## src/rtl/bcd_pkg.sv

```systemverilog
// Shared constants and FSM encoding for the serial packed-BCD word adder.
package bcd_pkg;

    localparam int          DIGIT_W   = 4;
    localparam logic [4:0]  BCD_CORR  = 5'd6;
    localparam logic [4:0]  MAX_DIGIT = 5'd9;

    typedef enum logic [1:0] {
        IDLE = 2'd0,
        ADD  = 2'd1,
        DONE = 2'd2
    } state_t;

endpackage

```

## src/rtl/bcd_digit_adder.sv

```systemverilog
// Combinational single-digit BCD adder with decimal carry and invalid-digit flag.
module bcd_digit_adder
    import bcd_pkg::*;
(
    input  logic [DIGIT_W-1:0] a,
    input  logic [DIGIT_W-1:0] b,
    input  logic               ci,
    output logic [DIGIT_W-1:0] s,
    output logic               co,
    output logic               invalid
);

    logic [4:0] sum;
    logic [4:0] adj;

    always_comb begin
        sum     = {1'b0, a} + {1'b0, b} + {4'b0, ci};
        // Only the low nibble of the corrected sum is kept, giving the mod-16 wrap.
        adj     = sum + BCD_CORR;
        s       = sum[DIGIT_W-1:0];
        co      = 1'b0;
        if (sum > MAX_DIGIT) begin
            s  = adj[DIGIT_W-1:0];
            co = 1'b1;
        end
        invalid = ({1'b0, a} > MAX_DIGIT) || ({1'b0, b} > MAX_DIGIT);
    end

endmodule

```

## src/rtl/bcd_serial_word_adder.sv

```systemverilog
// Digit-serial packed-BCD word adder: one digit per cycle, LSD first,
// result registers updated only when the whole word has been processed.
module bcd_serial_word_adder
    import bcd_pkg::*;
#(
    parameter int DIGIT_NUM = 8
) (
    input  logic                     clk,
    input  logic                     rst,
    input  logic                     start,
    input  logic [4*DIGIT_NUM-1:0]   A,
    input  logic [4*DIGIT_NUM-1:0]   B,
    input  logic                     Cin,
    output logic                     busy,
    output logic                     done,
    output logic [4*DIGIT_NUM-1:0]   S,
    output logic                     Cout,
    output logic                     err
);

    localparam int W  = DIGIT_W * DIGIT_NUM;
    localparam int CW = (DIGIT_NUM > 1) ? $clog2(DIGIT_NUM) : 1;

    state_t state_q, state_d;

    logic [W-1:0]          a_q, b_q, res_q;
    logic                  carry_q;
    logic                  err_acc_q;
    logic [CW-1:0]         cnt_q;

    logic [DIGIT_W-1:0]    dig_s;
    logic                  dig_co;
    logic                  dig_inv;
    logic                  last;
    logic [W+DIGIT_W-1:0]  res_cat;
    logic [W-1:0]          res_shift;

    bcd_digit_adder u_digit (
        .a       (a_q[DIGIT_W-1:0]),
        .b       (b_q[DIGIT_W-1:0]),
        .ci      (carry_q),
        .s       (dig_s),
        .co      (dig_co),
        .invalid (dig_inv)
    );

    // New digit enters at the top; after DIGIT_NUM shifts digit 0 sits in [3:0].
    always_comb begin
        res_cat   = {dig_s, res_q};
        res_shift = res_cat[W+DIGIT_W-1:DIGIT_W];
        last      = (cnt_q == CW'(DIGIT_NUM - 1));
    end

    always_comb begin
        state_d = state_q;
        busy    = 1'b0;
        done    = 1'b0;
        case (state_q)
            IDLE: if (start) state_d = ADD;
            ADD: begin
                busy = 1'b1;
                if (last) state_d = DONE;
            end
            DONE: begin
                done    = 1'b1;
                state_d = IDLE;
            end
            default: state_d = IDLE;
        endcase
    end

    always_ff @(posedge clk or posedge rst) begin
        if (rst) begin
            state_q <= IDLE;
        end else begin
            state_q <= state_d;
        end
    end

    always_ff @(posedge clk or posedge rst) begin
        if (rst) begin
            a_q       <= '0;
            b_q       <= '0;
            res_q     <= '0;
            carry_q   <= 1'b0;
            err_acc_q <= 1'b0;
            cnt_q     <= '0;
            S         <= '0;
            Cout      <= 1'b0;
            err       <= 1'b0;
        end else begin
            case (state_q)
                IDLE: begin
                    if (start) begin
                        a_q       <= A;
                        b_q       <= B;
                        carry_q   <= Cin;
                        cnt_q     <= '0;
                        err_acc_q <= 1'b0;
                        res_q     <= '0;
                    end
                end
                ADD: begin
                    a_q       <= a_q >> DIGIT_W;
                    b_q       <= b_q >> DIGIT_W;
                    carry_q   <= dig_co;
                    cnt_q     <= cnt_q + CW'(1);
                    res_q     <= res_shift;
                    err_acc_q <= err_acc_q | dig_inv;
                    if (last) begin
                        S    <= res_shift;
                        Cout <= dig_co;
                        err  <= err_acc_q | dig_inv;
                    end
                end
                default: ;
            endcase
        end
    end

endmodule

```

## config.mk

```make
export PLATFORM = sky130hd
export DESIGN_NAME = bcd_serial_word_adder
export DESIGN_NICKNAME = d
export VERILOG_FILES = /design/src/rtl/bcd_pkg.sv /design/src/rtl/bcd_digit_adder.sv /design/src/rtl/bcd_serial_word_adder.sv
export SDC_FILE = /design/constraint.sdc
export NUM_CORES = 1
export LEC_CHECK = 0
export CORE_MARGIN = 10
export CORE_UTILIZATION = 40
export DETAILED_ROUTE_END_ITERATION = 6
export HOLD_SLACK_MARGIN = 0.12
export PLACE_DENSITY = 0.63
export SYNTH_ARGS = -nofsm -noshare
export SYNTH_HDL_FRONTEND = slang
export SYNTH_SLANG_ARGS = --single-unit
export TNS_END_PERCENT = 30
```

## constraint.sdc

```tcl
create_clock -name clk -period 4.6 [get_ports clk]
set_input_delay 0.92 -clock clk [delete_from_list [all_inputs] [get_ports clk]]
set_output_delay 0.92 -clock clk [all_outputs]
set_load 0.02 [all_outputs]
```

==> impl_metrics.tcl <==
set metrics [dict create \
    status "complete, no violations" \
    grt_pass1_wl_mm 20.9 \
    path_class "reg2out" \
    syn_area_mm2 0.00562 \
    final_cell_mix "133 x dfrtp_1, 103 x clkdlybuf4s50_1, 68 x nand2_1" \
    cts_tree "built" \
    drive_gt1_share_pct 12.5 \
    portBuffers 103 \
    critPathSlowestCell "clkdlybuf4s50_1" \
    pwr_density_cell_mw_per_mm2 735 \
    power_mw 5.41 \
    p_sw_share_pct 36.2 \
    core.rowCount 43 \
    fin_crit_ns 3.04 \
    vias 3821 \
    grt_max_degree 153 \
    die_area_mm2 0.0192 \
    ys_seq_elements 133 \
    numClockSinks 133 \
    cp-end-kind "primary output" \
    min_from "b_q[10]" \
    area_growth_pct 30.9 \
    ctsResizeCount 0 \
    grt_antenna_before_repair 0 \
    synth_cell_types 34 \
    worstPathCellList "inv_1 > nand2_2 > inv_4 > clkdlybuf4s50_1" \
    max_cap_violations 0 \
    hold_path_class "reg2reg" \
    rr_startpoint "a_q[0]" \
    maxSlewHeadroom_pct 22.5 \
    final_nets 637 \
    coreArea_mm2 0.0138 \
    cts_setup_buffers 0 \
    worstPathArrival_ns 2.12 \
    stdcell_area_mm2 0.00736 \
    fin_crit_sh_pct 66.1 \
    seq_area_mm2 0.00333 \
    switchingPower_mw 1.96 \
    placed_cell_area_mm2 0.00680 \
    multi_input_area_mm2 0.00214 \
    cts_made_buffers 17 \
    vias_per_cell 5.07 \
    placed_cells 722 \
    fin_tns_setup_ns 0 \
    dr.pass1.iters 5 \
    vdd_drop_max_mv 0.412 \
    clk_pin_slew_ns 0.06 \
    power_leakage_nw 3.40 \
    max_freq_ghz 0.329 \
    clock_skew_ns 0.0144 \
    hold_viol 0 \
    grt.overflow.total 0 \
    cts_buffer_depth 2 \
    routedWlPerCell_um 16.3 \
    wl_mm 12.3 \
    yosysWarnings 0 \
    clkPwrFrac_pct 23.6 \
    mostFrequentLayoutCell "dfrtp_1" \
    rsz0062_at_grt "false" \
    cts_root_buf "clkbuf_16" \
    synth_edf_count 0 \
    setup_slack_ns 1.56 \
    place_congestion 0.786 \
    synth_area_leaders "dfrtp_1 59%, mux2i_1 10%, mux2_2 5.8%" \
    track_usage_pct 13.2 \
    syn_inst 465 \
    synth_flop_cell "dfrtp_1" \
    intPower_mw 3.46 \
    cp-startpoint "state_q[1]" \
    synth.avg_cell_area_um2 12.1 \
    p_seq_share_pct 37.0 \
    power.share.combinational_pct 39.4 \
    ios 104 \
    dieWidth_um 139 \
    hpwlAfterDp_mm 8.39 \
    initial_utilization_pct 40.7 \
    finalNonFillerCells 754 \
    path_max_fanout 21 \
    slowest_delay_ns 0.66 \
    synth_top_area_share_pct 59.2 \
    fill_cells 1184 \
    synth_nets 541 \
    worstMarginPinSlew_ns 1.16 \
    n_antenna_cell 0 \
    utilization_pct 53.3 \
    grt_pass1_vias 4126 \
    die_y_um 139 \
    start_kind "flip-flop" \
    drc_errors 0 \
    antenna_left 0 \
    clk_latency_ns 0.42 \
    cts_max_level 4 \
    slew_violations 0 \
    synth-seq-area-share_pct 59.2 \
    yosysTopAreaCell "dfrtp_1" \
    cp.required_ns 3.68 \
    synthArstFlopShare_pct 100 \
    preCtsSetupSlack_ns 1.71 \
    drt_first_iter_violations 199 \
    holdWs_ns 0.476 \
    cts_hold_buffers 0 \
    setup_viol 0 \
]
==> worst paths after layout <==
check                            end  slack, ns  cells after the start
min                          b_q[10]       0.48                      2
min in group asynchronous    a_q[26]       1.14                      2
min reg2reg                  b_q[10]       0.48                      2
max in group asynchronous      S[31]       2.71                      3
max reg2reg                res_q[30]       1.67                      9
max                             busy       1.56                      4
==> layer usage <==
metal	wire [um]	track usage, %	up-vias
li1	-	-	1855
met1	5500	15.8	1853
met2	5880	21.2	99
met3	765	4.73	14
met4	159	5.11	0
met5	0	0	-
==> cell usage after synthesis, drive strengths merged (2+ instances only) <==
cell type	number
a21oi	2
o22ai	2
and3	2
a221o	2
nor2	7
and2	2
dfrtp	133
clkbuf	10
mux2i	57
nand3	3
buf	20
ha	6
inv	6
o21ai	67
nand2	69
a2111oi	2
a22o	35
fa	2
mux2	29
==> kinds of logic after synthesis <==
| family | count (synthesis) | synth area share, % |
|---|---|---|
| flip-flops | 133 | 59.2 |
| AO/OA/AOI/OAI | 116 | 13.6 |
| multiplexers | 86 | 16.0 |
| AND/OR/NAND/NOR | 85 | 6.07 |
| buffers and inverters | 36 | 2.98 |
| adder cells (fa/ha/maj) | 8 | 2.05 |
| XOR/XNOR | 1 | 0.156 |
==> layout make-up <==
class	count	share of cell area (%)
Multi-Input combinational cell	296	29.1
Sequential cell	133	45.2
Timing Repair Buffer	107	14.6
Tap cell	180	3.06
Clock buffer	19	6.01
Clock inverter	13	1.70
Inverter	6	0.408
==> sequential cells by signal (all words and copies together), names as in the netlist <==
name and count:
b_q 32, Cout 1, carry_q 1, res_q 28, err_acc_q 1, S 32
cnt_q 3, err 1, state_q 2, a_q 32
==> critical path: cells and delay by family, from the launching register on <==
kind | cells | cell delay, ns
buffers and inverters | 3 | 1.09
DFF | 1 | 0.37
and+or+nand+nor | 1 | 0.23
==> power groups by stage <==
stage | Combinational, mW | Clock [mW] | Sequential [mW]
after floorplan | 1.45 | 0 | 2.05
after global placement | 2.09 | 0 | 2.01
after detailed placement | 2.15 | 0 | 2.02
after CTS | 2.16 | 1.31 | 2.01
after global routing | 2.38 | 1.36 | 2.07
final | 2.14 | 1.28 | 2.00
Power figures use the tool's default switching activity.
